<file path="config.mk">
export PLATFORM = sky130hd
export DESIGN_NAME = hamming_secded_stream_corrector
export DESIGN_NICKNAME = d
export VERILOG_FILES = /design/src/rtl/hamming_secded_stream_corrector.sv
export SDC_FILE = /design/constraint.sdc
export NUM_CORES = 1
export LEC_CHECK = 0
export CORE_AREA = 10 10 77 79
export CTS_BUF_LIST = sky130_fd_sc_hd__clkbuf_8
export CTS_CLUSTER_SIZE = 10
export DETAILED_ROUTE_END_ITERATION = 10
export DIE_AREA = 0 0 87 89
export PLACE_DENSITY = 0.85
export SYNTH_ARGS = -nofsm -noshare
export SYNTH_HDL_FRONTEND = slang
export SYNTH_SLANG_ARGS = --single-unit
export TNS_END_PERCENT = 30
</file>
<file path="constraint.sdc">
create_clock -name clock -period 2.99 [get_ports clock]
set_clock_uncertainty 0.05 [all_clocks]
set_input_delay 0.598 -clock clock [delete_from_list [all_inputs] [get_ports clock]]
set_output_delay 0.598 -clock clock [all_outputs]
set_load 0.02 [all_outputs]
</file>
<file path="src/rtl/hamming_secded_stream_corrector.sv">
// Two-stage valid/ready Hamming SEC / SECDED stream corrector with saturating error statistics.
// Block bit i carries Hamming position i+1; with SECDED the MSB is the overall even-parity bit.
module hamming_secded_stream_corrector #(
  parameter int  BLOCK_WIDTH   = 32'sd15,
  parameter int  SECDED        = 32'sd1,
  parameter int  COUNTER_WIDTH = 32'sd8,
  localparam int PARITY_WIDTH  = $clog2(BLOCK_WIDTH + 32'sd1),
  localparam int DATA_WIDTH    = BLOCK_WIDTH - PARITY_WIDTH,
  localparam int IN_WIDTH      = BLOCK_WIDTH + SECDED
) (
  input  logic                     clock,
  input  logic                     reset,
  input  logic                     in_valid,
  output logic                     in_ready,
  input  logic [IN_WIDTH-1:0]      in_block,
  output logic                     out_valid,
  input  logic                     out_ready,
  output logic [DATA_WIDTH-1:0]    out_data,
  output logic [PARITY_WIDTH-1:0]  out_syndrome,
  output logic                     out_corrected,
  output logic                     out_uncorrectable,
  input  logic                     clear_counters,
  output logic [COUNTER_WIDTH-1:0] corrected_count,
  output logic [COUNTER_WIDTH-1:0] uncorrectable_count
);

  // Hamming position (1-based) of data bit d: the d-th position that is not a power of two.
  function automatic int data_pos(input int d);
    int cnt;
    int res;
    cnt = 32'sd0;
    res = 32'sd0;
    for (int pos = 32'sd1; pos <= BLOCK_WIDTH; pos++) begin
      if ((pos & (pos - 32'sd1)) != 32'sd0) begin
        if (cnt == d) begin
          res = pos;
        end
        cnt++;
      end
    end
    return res;
  endfunction

  // Data positions checked by parity bit k (positions whose index has bit k set).
  function automatic logic [BLOCK_WIDTH-1:0] cover_mask(input int k);
    logic [BLOCK_WIDTH-1:0] m;
    m = '0;
    for (int pos = 32'sd1; pos <= BLOCK_WIDTH; pos++) begin
      if (((pos & (pos - 32'sd1)) != 32'sd0) && (((pos >> k) & 32'sd1) != 32'sd0)) begin
        m = m | (BLOCK_WIDTH'(1'b1) << (pos - 32'sd1));
      end
    end
    return m;
  endfunction

  // Even parity over the masked bits of a block.
  function automatic logic masked_parity(input logic [BLOCK_WIDTH-1:0] blk,
                                         input logic [BLOCK_WIDTH-1:0] mask);
    return ^(blk & mask);
  endfunction

  // Overall parity mismatch of the extended block (zero in plain SEC mode).
  function automatic logic overall_mismatch(input logic [IN_WIDTH-1:0] blk);
    return (SECDED != 32'sd0) ? (^blk) : 1'b0;
  endfunction

  logic                    s2_advance_s;
  logic                    s1_advance_s;
  logic                    in_accept_s;
  logic                    out_accept_s;
  logic                    ready_en_r;
  logic [DATA_WIDTH-1:0]   unpacked_s;
  logic [PARITY_WIDTH-1:0] syndrome_s;
  logic                    s1_valid_r;
  logic [DATA_WIDTH-1:0]   s1_data_r;
  logic [PARITY_WIDTH-1:0] s1_syndrome_r;
  logic                    s1_pmis_r;
  logic [DATA_WIDTH-1:0]   flip_pos_s;
  logic                    syn_nz_s;
  logic                    in_range_s;
  logic                    corr_s;
  logic                    unc_s;
  logic                    flip_en_s;
  logic [DATA_WIDTH-1:0]   fixed_data_s;

  assign s2_advance_s = !out_valid || out_ready;
  assign s1_advance_s = !s1_valid_r || s2_advance_s;
  assign in_ready     = ready_en_r && !reset && s1_advance_s;
  assign in_accept_s  = in_valid && in_ready;
  assign out_accept_s = out_valid && out_ready;

  for (genvar d = 32'sd0; d < DATA_WIDTH; d++) begin : g_unpack
    localparam int DPOS = data_pos(d);
    assign unpacked_s[d] = in_block[DPOS - 32'sd1];
    // Data bit d sits at the position the syndrome names when that bit flipped.
    assign flip_pos_s[d] = (s1_syndrome_r == PARITY_WIDTH'(DPOS));
  end

  for (genvar k = 32'sd0; k < PARITY_WIDTH; k++) begin : g_syndrome
    localparam int PPOS = (32'sd1 << k) - 32'sd1;
    assign syndrome_s[k] = in_block[PPOS] ^ masked_parity(in_block[BLOCK_WIDTH-1:0], cover_mask(k));
  end

  assign syn_nz_s   = |s1_syndrome_r;
  assign in_range_s = (s1_syndrome_r <= PARITY_WIDTH'(BLOCK_WIDTH));

  // Classify the stage-1 result and build the corrected data word.
  always_comb begin
    corr_s    = 1'b0;
    unc_s     = 1'b0;
    flip_en_s = 1'b0;
    if (SECDED != 32'sd0) begin
      if (!syn_nz_s) begin
        corr_s = s1_pmis_r;          // only the overall parity bit itself was hit
      end else if (!s1_pmis_r) begin
        unc_s = 1'b1;                // even number of flips: double error
      end else if (in_range_s) begin
        corr_s    = 1'b1;
        flip_en_s = 1'b1;
      end else begin
        unc_s = 1'b1;                // syndrome points past a shortened block
      end
    end else begin
      if (!syn_nz_s) begin
        corr_s = 1'b0;
      end else if (in_range_s) begin
        corr_s    = 1'b1;
        flip_en_s = 1'b1;
      end else begin
        unc_s = 1'b1;
      end
    end
    if (flip_en_s) begin
      fixed_data_s = s1_data_r ^ flip_pos_s;
    end else begin
      fixed_data_s = s1_data_r;
    end
  end

  // Stage 1: register unpacked data, syndrome and overall parity mismatch.
  always_ff @(posedge clock) begin
    if (reset) begin
      ready_en_r    <= 1'b0;
      s1_valid_r    <= 1'b0;
      s1_data_r     <= '0;
      s1_syndrome_r <= '0;
      s1_pmis_r     <= 1'b0;
    end else begin
      ready_en_r <= 1'b1;
      if (s1_advance_s) begin
        s1_valid_r    <= in_accept_s;
        s1_data_r     <= unpacked_s;
        s1_syndrome_r <= syndrome_s;
        s1_pmis_r     <= overall_mismatch(in_block);
      end else begin
        s1_valid_r <= s1_valid_r;
      end
    end
  end

  // Stage 2: register the corrected result; hold it while the consumer stalls.
  always_ff @(posedge clock) begin
    if (reset) begin
      out_valid         <= 1'b0;
      out_data          <= '0;
      out_syndrome      <= '0;
      out_corrected     <= 1'b0;
      out_uncorrectable <= 1'b0;
    end else if (s2_advance_s) begin
      out_valid <= s1_valid_r;
      if (s1_valid_r) begin
        out_data          <= fixed_data_s;
        out_syndrome      <= s1_syndrome_r;
        out_corrected     <= corr_s;
        out_uncorrectable <= unc_s;
      end else begin
        out_data <= out_data;
      end
    end else begin
      out_valid <= out_valid;
    end
  end

  // Saturating error statistics, counted on output handshakes; clear has priority.
  always_ff @(posedge clock) begin
    if (reset || clear_counters) begin
      corrected_count     <= '0;
      uncorrectable_count <= '0;
    end else begin
      if (out_accept_s && out_corrected && (corrected_count != '1)) begin
        corrected_count <= corrected_count + COUNTER_WIDTH'(1'b1);
      end else begin
        corrected_count <= corrected_count;
      end
      if (out_accept_s && out_uncorrectable && (uncorrectable_count != '1)) begin
        uncorrectable_count <= uncorrectable_count + COUNTER_WIDTH'(1'b1);
      end else begin
        uncorrectable_count <= uncorrectable_count;
      end
    end
  end

endmodule

</file>
==> summary.md, run 1 <==
| Metric | Value |
|---|---|
| Count leader, synth | `dfxtp_1` |
| Area Growth Syn to Fin | `29.9%` |
| Non-filler cells, final | `383` |
| Synth Cell Area | `2380 um2` |
| Share of cells above drive strength 1 | `0.0547` |
| Grt ovf | `0` |
| Final Net Count | `~350` |
| Cell taking the most area after synthesis | `dfxtp_1` |
| Via Count | `2002` |
| Hpwl dp | `roughly 4000 um` |
| WL/cell | `13.8 um` |
| Cell Count Post-Placement | `375` |
| Initial Utilization | `0.526` |
| Setup bufs post-CTS | `0` |
| CTS H-Tree Depth | `2` |
| Post-CTS sizing | `0` |
| GRT Total Usage | `0.139` |
| DR vias/cell | `5.23` |
| Total power draw | `1.52 mW` |
| Post-route DRC violation count | `0` |
| Maximum VDD drop | `about 0.23 mV` |
| Synth warnings | `0` |
| Hold endpoint | `out_syndrome[3]` |
| CTS Hold Bufs | `0` |
| Clk pin slew, worst setup/hold paths | `0.10 ns` |
| RSZ-0062 raised after global routing | `false` |
| Drt initial violations | `71` |
| Setup TNS Final | `0 ns` |
| DRT Pass-1 Iters | `4` |
| Final WL | `5300 um` |
| Synth unique cells | `29` |
| Root Buffer | `clkbuf_8` |
| CP required | `approximately 2.3 ns` |
| Fmax | `373 MHz` |
| Data arrival, critical path | `2.03 ns` |
| Crit path max fanout | `3` |
| # diodes | `0` |
| Initial antenna violation count | `0` |
| Syn nets | `297` |
| Buffer depth of the longest clock path | `2` |
| Syn Area/Cell | `8.70 um2` |
| Leak pwr | `1.06 nW` |
| Vias in the first global route | `1919` |
| Ys flop type | `dfxtp_1` |
| Die W | `87 um` |
| Die H | `89 um` |
| R2R depth | `5` |
| Synth area leaders | `dfxtp_1, xnor2_1, nor2_1` |
| Multi-input gate area | `1290 um2` |
| CP startpoint kind | `input pin` |
| Seq/Total Area, Yosys | `0.437` |
| Fill cell count | `365` |
| Reg2reg start | `corrected_count[0]` |
| Status | `completed` |
| Final setup viols | `0` |
| Max_cap viols | `0` |
| Hold depth | `2` |
| First-pass GRT wire length | `8690 um` |
| Final period util | `0.897` |
| Setup slack, reg-to-reg | `1.24 ns` |
| Hold crit path type | `reg -> reg` |
| Reg-to-reg critical path endpoint | `corrected_count[5]` |
| Insertion delay to the later sink of the worst-skew pair | `0.31 ns` |
| CTS buffer count | `5` |
| Power per Cell Area | `492 nW/um2` |
| Slew @ Worst Pin | `0.434 ns` |
| Register bit count reported by yosys | `52` |
| Core Area | `4540 um2` |
| Core Rows | `25` |
| Commonest cells post-synth | `dfxtp_1, nor2_1, nand2_1, xnor2_1, a21oi_1` |
| TritonCTS Sinks | `52` |
| Synth top area share | `0.437` |
| Reg area | `1040 um2` |
| Pin count of the biggest net entering global routing | `37` |
| Fin crit period | `2.68 ns` |
| Final hold vios | `0` |
| CTS tree | `done` |
| Syn Inst Count | `274` |
| IO Pins | `56` |
| Final Slew Violations | `0` |
| WS Path Type | `in -> out` |
| Die ar. | `7740 um2` |
| EDFF count, synth | `0` |
| Critical Path End Type | `output port` |
| Asr flop ratio synth | `0` |
| Slew HR | `0.710` |
| Hold path startpoint | `out_syndrome[3]` |
| GPL Wtd Cong | `0.815` |
| Port Buffers | `55` |
| Detail Route Antenna Nets | `0` |
[power by group]
group,internal (mW),switching (mW),leakage [nW]
registers,0.734,0.0476,0.425
clock network,0.248,0.233,0.0541
logic,0.137,0.123,0.582
[cell usage in the layout, fill, tap and decap left out, types with 4 or more instances in the layout]
master and instances:
clkdlybuf4s50_1 55, buf_4 4, nand3_1 9, a21oi_1 20, a211oi_1 14, nand4_1 4
nor2_1 43, xor2_1 13, xnor2_1 37, nand2_1 37, clkbuf_8 5, and3_1 5
dfxtp_1 52
[metal layers]
layer,up-vias,GRT usage,part of all wire
li1,1020,-,-
met1,921,0.146,0.42
met2,50,0.241,0.48
met3,11,0.0465,0.072
met4,0,0.0692,0.025
met5,-,0,0
[flip-flops by register name, indices dropped and copies added, names as in the netlist, 4 cells and up]
name and flops:
corrected_count 8, out_data 11, out_syndrome 4, s1_data_r 11, s1_syndrome_r 4, uncorrectable_count 8
[through the flow]
| stage | utilization | worst slack (ns) | hold WS, ns | area [um2] |
|---|---|---|---|---|
| 2_1_floorplan | - | 0.966 | 0.382 | 2380 |
| 3_3_place_gp | 0.658 | 0.313 | 0.397 | 2980 |
| 3_5_place_dp | 0.658 | 0.302 | 0.398 | 2980 |
| 4_1_cts | 0.682 | 0.292 | 0.412 | 3100 |
| 5_1_grt | 0.682 | 0.218 | 0.441 | 3100 |
| 6_report | 0.682 | 0.308 | 0.407 | 3100 |
[how the worst max path moves through the flow]
stage / start / slack, ns / cells past startpoint / to
2_1_floorplan: out_ready / 0.97 / 4 / in_ready
3_5_place_dp: out_ready / 0.30 / 5 / in_ready
3_3_place_gp: out_ready / 0.31 / 5 / in_ready
5_1_grt: out_ready / 0.22 / 5 / in_ready
4_1_cts: out_ready / 0.29 / 5 / in_ready
6_report: out_ready / 0.31 / 5 / in_ready
[critical path, cell delays in order]
cell             delay, ns
clkdlybuf4s50_1       0.44
nor2b_1               0.17
nand2_1               0.09
and3_1                0.18
clkdlybuf4s50_1       0.56
[cell families (layout without fill, tap and decap cells)]
| logic type | after synthesis | after routing | synth area share |
|---|---|---|---|
| compound gates | 39 | 39 | 0.119 |
| xor+xnor | 50 | 50 | 0.184 |
| fa+ha+maj | 2 | 2 | 0.0105 |
| buf+inv | 13 | 68 | 0.0215 |
| flops | 52 | 52 | 0.437 |
| mux | 2 | 2 | 0.00840 |
| simple gates | 116 | 116 | 0.220 |
[layout make-up]
class / instances / share of cell area
Tap cell: 54 / 0.0218
Multi-Input combinational cell: 209 / 0.417
Inverter: 1 / 0.00121
Sequential cell: 52 / 0.336
Clock buffer: 5 / 0.0222
Timing Repair Buffer: 59 / 0.188
Clock inverter: 3 / 0.0137
Note: power is estimated with default switching activity, not from simulation.
==> inputs of run 2 (changes only) <==
--- a/config.mk
+++ b/config.mk
@@ -5,12 +5,14 @@
 export SDC_FILE = /design/constraint.sdc
 export NUM_CORES = 1
 export LEC_CHECK = 0
-export CORE_AREA = 10 10 77 79
+export CAP_MARGIN = 20
+export CORE_AREA = 10 10 80 82
 export CTS_BUF_LIST = sky130_fd_sc_hd__clkbuf_8
 export CTS_CLUSTER_SIZE = 10
 export DETAILED_ROUTE_END_ITERATION = 10
-export DIE_AREA = 0 0 87 89
-export PLACE_DENSITY = 0.85
+export DIE_AREA = 0 0 90 92
+export PLACE_DENSITY = 0.79
+export SLEW_MARGIN = 5
 export SYNTH_ARGS = -nofsm -noshare
 export SYNTH_HDL_FRONTEND = slang
 export SYNTH_SLANG_ARGS = --single-unit
==> constraint.sdc (replaced) <==
create_clock -name clock -period 2.9 [get_ports clock]
set_clock_uncertainty 0.05 [all_clocks]
set_input_delay 0.58 -clock clock [delete_from_list [all_inputs] [get_ports clock]]
set_output_delay 0.58 -clock clock [all_outputs]
set_load 0.02 [all_outputs]
==> summary.md, run 2 (synthesis gave the netlist of run 1 again) <==
| Metric | Value |
|---|---|
| Status | `completed` |
| CTS Hold Bufs | `0 (unchanged)` |
| Clk pin slew, worst setup/hold paths | `0.09 ns (about the same)` |
| RSZ-0062 raised after global routing | `false` |
| Final WL | `5010 um (-5.5%)` |
| Reg2reg start | `uncorrectable_count[0]` |
| CP cell instances | `clkdlybuf4s50_1, nor2b_1, nand2_1, and3_1, clkdlybuf4s50_1` |
| Final period util | `0.914` |
| Port Buffers | `55 (unchanged)` |
| CTS H-Tree Depth | `2 (unchanged)` |
| Fin crit period | `2.65 ns` |
| Fmax | `377 MHz` |
| TritonCTS Sinks | `52 (unchanged)` |
| Final core utilization | `0.634 (-0.0482)` |
| Final setup viols | `0 (unchanged)` |
| Non-filler cells, final | `399 (+4.2%)` |
| GPL Wtd Cong | `0.807 (-0.96%)` |
| Hold path startpoint | `out_syndrome[0]` |
| Die H | `92 um (+3.4%)` |
| Clock power frac | `0.312 (-0.004)` |
| Most common cell after layout, fill and taps aside | `clkdlybuf4s50_1` |
| Post-CTS sizing | `0 (unchanged)` |
| Share of cells above drive strength 1 | `0.0547 (unchanged)` |
| GRT Total Usage | `0.121 (-0.0177)` |
| CP top delay family | `buffers and inverters` |
| Initial Utilization | `0.485 (-0.0403)` |
| Total net switching power | `0.404 mW (about the same)` |
| Cell Count Post-Placement | `391 (+4.3%)` |
| Fill cell count | `435 (+19%)` |
| CP startpoint kind | `input pin` |
| DRT Pass-1 Iters | `4 (unchanged)` |
| # diodes | `0 (unchanged)` |
| Hold crit path type | `reg -> reg` |
| Power per Cell Area | `500 nW/um2 (+1.6%)` |
| Final Slew Violations | `0 (unchanged)` |
| Insertion delay to the later sink of the worst-skew pair | `0.30 ns (about the same)` |
| WS Path Type | `in -> out` |
| Slew HR | `0.700 (-0.0100)` |
| Leak pwr | `1.06 nW (unchanged)` |
| Core Area | `4910 um2 (+8.3%)` |
| First-pass GRT wire length | `8600 um (-0.96%)` |
| Area Growth Syn to Fin | `30.7%` |
| Buffers & Inverters on Critical Path | `2 (unchanged)` |
| Initial antenna violation count | `0 (unchanged)` |
| Maximum VDD drop | `0.211 mV (-7.6%)` |
| Data arrival, critical path | `2.02 ns (about the same)` |
| CTS tree | `done` |
| Vias in the first global route | `1882 (-1.9%)` |
| Internal power | `1.15 mW (+3.1%)` |
| Crit path max fanout | `3 (unchanged)` |
| Buffer depth of the longest clock path | `2 (unchanged)` |
| Core Rows | `26 (+4.0%)` |
| Critical path's slowest cell | `clkdlybuf4s50_1` |
| Setup TNS Final | `0 ns (unchanged)` |
| Slew @ Worst Pin | `0.449 ns (+0.0151 ns)` |
| Switching Share | `0.259 (-0.00605)` |
| Final hold vios | `0 (unchanged)` |
| Max_cap viols | `0 (unchanged)` |
| Final Net Count | `351 (unchanged)` |
| Pin count of the biggest net entering global routing | `37 (unchanged)` |
| Drt initial violations | `98 (+38%)` |
| Gate power share | `0.171 (about the same)` |
| Flop pwr share | `0.517 (+0.004)` |
| Most Frequent Cell on Critical Path | `clkdlybuf4s50_1` |
| Commonest cells after routing, fill and taps aside | `clkdlybuf4s50_1, dfxtp_1, nor2_1, nand2_1, xnor2_1` |
| Grt ovf | `0 (unchanged)` |
| Die W | `90 um (+3.4%)` |
| Via Count | `1936 (-3.3%)` |
| Root Buffer | `clkbuf_8` |
| Critical Path End Type | `output port` |
| DR vias/cell | `4.85 (-7.2%)` |
| Worst Setup SP | `out_ready` |
| Biggest regs | `out_data x11, s1_data_r x11` |
| CP required | `2.27 ns (-0.07 ns)` |
| WL/cell | `12.6 um (-9.3%)` |
| Detail Route Antenna Nets | `0 (unchanged)` |
| IO Pins | `56 (unchanged)` |
| CTS buffer count | `5 (unchanged)` |
| Critical Path Max Stage Delay | `0.65 ns (+0.09 ns)` |
| Post-route DRC violation count | `0 (unchanged)` |
| Setup bufs post-CTS | `0 (unchanged)` |
| Die ar. | `8280 um2 (+6.9%)` |
| Hpwl dp | `3930 um (-2.2%)` |
-- run 2: routing by layer --
layer	track usage	up-vias	wire (um)
li1	-	1026	-
met1	0.143	859	2300
met2	0.202	49	2330
met3	0.0481	2	364
met4	0.0279	0	21
met5	0	-	0
-- run 2: path summary, 6_finish.rpt --
check                           endpoint  slack (ns)  cells after the start
setup / recovery                in_ready        0.25                      5
hold / removal           out_syndrome[0]        0.41                      2
setup reg to reg  uncorrectable_count[5]        1.18                      5
hold reg to reg          out_syndrome[0]        0.41                      2
-- run 2: through the flow --
step                instance area, um2  hold slack [ns]  setup WS, ns  power [mW]
finish                            3120            0.408         0.250        1.56
CTS                               3120            0.410         0.243        1.57
floorplan                         2380            0.382         0.912       0.993
global placement                  3000            0.396         0.248        1.09
global route                      3120            0.422         0.127        1.64
detailed placement                3000            0.396         0.248        1.09
-- run 2: tightest hold or removal path: stages, from the launching register on --
cell	delay, ns
dfxtp_1	0.32
nand2_1	0.05
a21oi_1	0.05
-- run 2: power by group through the flow --
stage | registers, mW | clock network (mW) | logic [mW]
6_report | 0.804 | 0.486 | 0.267
5_1_grt | 0.811 | 0.530 | 0.295
4_1_cts | 0.803 | 0.499 | 0.271
3_5_place_dp | 0.820 | 0 | 0.270
3_3_place_gp | 0.819 | 0 | 0.266
2_1_floorplan | 0.825 | 0 | 0.168
-- run 2: final cells by class --
class,instances,area [um2],area share
Multi-Input combinational cell,209,1290,0.414
Sequential cell,52,1040,0.334
Timing Repair Buffer,59,581,0.186
Tap cell,70,87.6,0.0281
Clock buffer,5,68.8,0.0221
Clock inverter,3,42.5,0.0137
Inverter,1,3.75,0.00120
==> inputs of run 3 (changes only) <==
--- a/config.mk
+++ b/config.mk
@@ -6,12 +6,14 @@
 export NUM_CORES = 1
 export LEC_CHECK = 0
 export CAP_MARGIN = 20
-export CORE_AREA = 10 10 80 82
+export CORE_AREA = 10 10 77 79
 export CTS_BUF_LIST = sky130_fd_sc_hd__clkbuf_8
 export CTS_CLUSTER_SIZE = 10
 export DETAILED_ROUTE_END_ITERATION = 10
-export DIE_AREA = 0 0 90 92
-export PLACE_DENSITY = 0.79
+export DIE_AREA = 0 0 87 89
+export DONT_BUFFER_PORTS = 1
+export PLACE_DENSITY = 0.74
+export SETUP_SLACK_MARGIN = 0.2
 export SLEW_MARGIN = 5
 export SYNTH_ARGS = -nofsm -noshare
 export SYNTH_HDL_FRONTEND = slang
==> summary.md, run 3 (synthesis gave the netlist of run 1 again) <==
| Metric | Value |
|---|---|
| Status | `completed` |
| Share of cells above drive strength 1 | `0.0551 (+0.000436)` |
| GPL Wtd Cong | `0.766 (-5.2%)` |
| Clock power frac | `0.322 (+0.010)` |
| RSZ-0062 raised after global routing | `false` |
| DR vias/cell | `5.37 (+11%)` |
| Fmax | `425 MHz (+13%)` |
| CP startpoint kind | `flip-flop` |
| Vias in the first global route | `1713 (-9.0%)` |
| Slew HR | `0.736 (+0.0356)` |
| Buffers & Inverters on Critical Path | `1 (-1)` |
| Buffer depth of the longest clock path | `2 (unchanged)` |
| Fin crit period | `2.35 ns (-0.300 ns)` |
| Setup slack, reg-to-reg | `1.09 ns (-0.09 ns)` |
| Critical path's slowest cell | `dfxtp_1` |
| Post-CTS sizing | `0 (unchanged)` |
| Final Net Count | `294 (-16%)` |
| Power per Cell Area | `587 nW/um2 (+17%)` |
| Area Growth Syn to Fin | `5.98%` |
| WL/cell | `14.7 um (+17%)` |
| Switching Share | `0.254 (-0.00519)` |
| CTS tree | `done` |
| Pin count of the biggest net entering global routing | `38 (+2.7%)` |
| Post-route DRC violation count | `0 (unchanged)` |
| TritonCTS Sinks | `52 (unchanged)` |
| First-pass GRT wire length | `8000 um (-7.1%)` |
| R2R depth | `5 (unchanged)` |
| WS Path Type | `reg -> out` |
| Gate power share | `0.121 (-0.050)` |
| Reg2reg start | `corrected_count[0]` |
| Die ar. | `7740 um2 (-6.5%)` |
| Detail Route Antenna Nets | `0 (unchanged)` |
| Maximum VDD drop | `0.338 mV (+60%)` |
| Flop pwr share | `0.557 (+0.040)` |
| Via Count | `1749 (-9.7%)` |
| Data arrival, critical path | `1.72 ns (-0.30 ns)` |
| Post-route setup slack | `0.549 ns (+0.300 ns)` |
| Initial antenna violation count | `0 (unchanged)` |
| Critical Path End Type | `output port` |
| Biggest regs | `out_data x11, s1_data_r x11` |
| Drt initial violations | `88 (-10%)` |
| Most common cell after layout, fill and taps aside | `dfxtp_1` |
| Commonest cells after routing, fill and taps aside | `dfxtp_1, nor2_1, nand2_1, xnor2_1, a21oi_1` |
| CP required | `2.27 ns (about the same)` |
| Insertion delay to the later sink of the worst-skew pair | `0.30 ns (about the same)` |
| Hold depth | `1 (-1)` |
| Final hold vios | `0 (unchanged)` |
| CTS Hold Bufs | `0 (unchanged)` |
| Port Buffers | `0 (-100%)` |
| Total net switching power | `0.376 mW (-6.7%)` |
| CP cell instances | `nor2b_1, nand2_1, buf_4, and3_1` |
| Clk pin slew, worst setup/hold paths | `0.09 ns (about the same)` |
| Die H | `89 um (-3.3%)` |
| DRT Pass-1 Iters | `4 (unchanged)` |
| Max_cap viols | `0 (unchanged)` |
| Setup bufs post-CTS | `0 (unchanged)` |
| CP top delay family | `simple AND/OR/NAND/NOR gates` |
| Final period util | `0.811 (-0.103)` |
| Final setup viols | `0 (unchanged)` |
| Leak pwr | `0.858 nW (-19%)` |
| Hold crit path type | `in -> reg` |
| GRT Total Usage | `0.128 (+0.00686)` |
| Final WL | `4800 um (-4.3%)` |
| Setup TNS Final | `0 ns (unchanged)` |
| Reg area | `1040 um2 (unchanged)` |
| Slew @ Worst Pin | `0.396 ns (-0.0535 ns)` |
| # diodes | `0 (unchanged)` |
| Grt ovf | `0 (unchanged)` |
| Fill cell count | `411 (-5.5%)` |
| Final Slew Violations | `0 (unchanged)` |
| Root Buffer | `clkbuf_8` |
| IO Pins | `56 (unchanged)` |
| Post-Place Setup Slack | `0.856 ns (+0.608 ns)` |
| Multi-input gate area | `1290 um2 (unchanged)` |
| Die W | `87 um (-3.3%)` |
| Critical Path Max Stage Delay | `0.49 ns (-0.16 ns)` |
| Hpwl dp | `3680 um (-6.2%)` |
| Internal power | `1.11 mW (-4.2%)` |
| Crit path max fanout | `22 (+19)` |
| Hold path startpoint | `reset` |
| Reg-to-reg critical path endpoint | `corrected_count[5]` |
| CTS H-Tree Depth | `2 (unchanged)` |
| Core Rows | `25 (-3.8%)` |
| Initial Utilization | `0.526 (+0.0403)` |
| Hold endpoint | `out_uncorrectable` |
| CTS buffer count | `5 (unchanged)` |
| Core Area | `4540 um2 (-7.7%)` |
## run 3: cell types whose count changed in the layout (fill, tap and decap cells not counted)
cell	previous run	this run
clkdlybuf4s50_1	55	0
buf_4	4	2
clkinvlp_4	1	0
inv_1	1	2
## run 3: power groups by stage
stage               clock [mW]  combinational (mW)  sequential, mW
floorplan                    0               0.168           0.825
global placement             0               0.179           0.840
detailed placement           0               0.182           0.842
CTS                      0.490               0.182           0.825
global route             0.522               0.205           0.835
finish                   0.478               0.179           0.825
## run 3: worst max-delay path by stage
stage	startpoint	endpoint	slack [ns]	depth (start not counted)
2_1_floorplan	out_ready	in_ready	0.91	4
3_3_place_gp	out_ready	in_ready	0.86	4
3_5_place_dp	out_ready	in_ready	0.86	4
4_1_cts	out_valid	in_ready	0.53	4
5_1_grt	out_valid	in_ready	0.38	4
6_report	out_valid	in_ready	0.55	4
## run 3: cell type report
type	instances	share of cell area
clock inverter	3	0.0154
multi-input combinational	209	0.511
tap	54	0.0267
clock buffer	5	0.0272
inverter	1	0.00149
sequential	52	0.412
timing repair buffer	2	0.00594
## run 3: layer usage
layer / global-route usage / wire [um]
met1: 0.147 / 2080
met2: 0.206 / 2150
met3: 0.0565 / 502
met4: 0.0442 / 63
met5: 0 / 0
## run 3: metrics by stage
| stage | hold WS [ns] | util | power, mW | instance area (um2) | instances |
|---|---|---|---|---|---|
| final | 0.287 | 0.557 | 1.48 | 2530 | 326 |
| after floorplan | 0.382 | - | 0.993 | 2380 | 274 |
| after detailed placement | 0.402 | 0.533 | 1.02 | 2420 | 318 |
| after global routing | 0.261 | 0.557 | 1.56 | 2530 | 326 |
| after global placement | 0.397 | 0.533 | 1.02 | 2420 | 318 |
| after CTS | 0.272 | 0.557 | 1.50 | 2530 | 326 |
## run 3: worst reg2reg max path, cell delays in order (launching register included)
cell and delay [ns]:
dfxtp_1 0.44, ha_1 0.32, a41oi_4 0.35, nand3_1 0.13, or3_1 0.32, a21oi_1 0.13
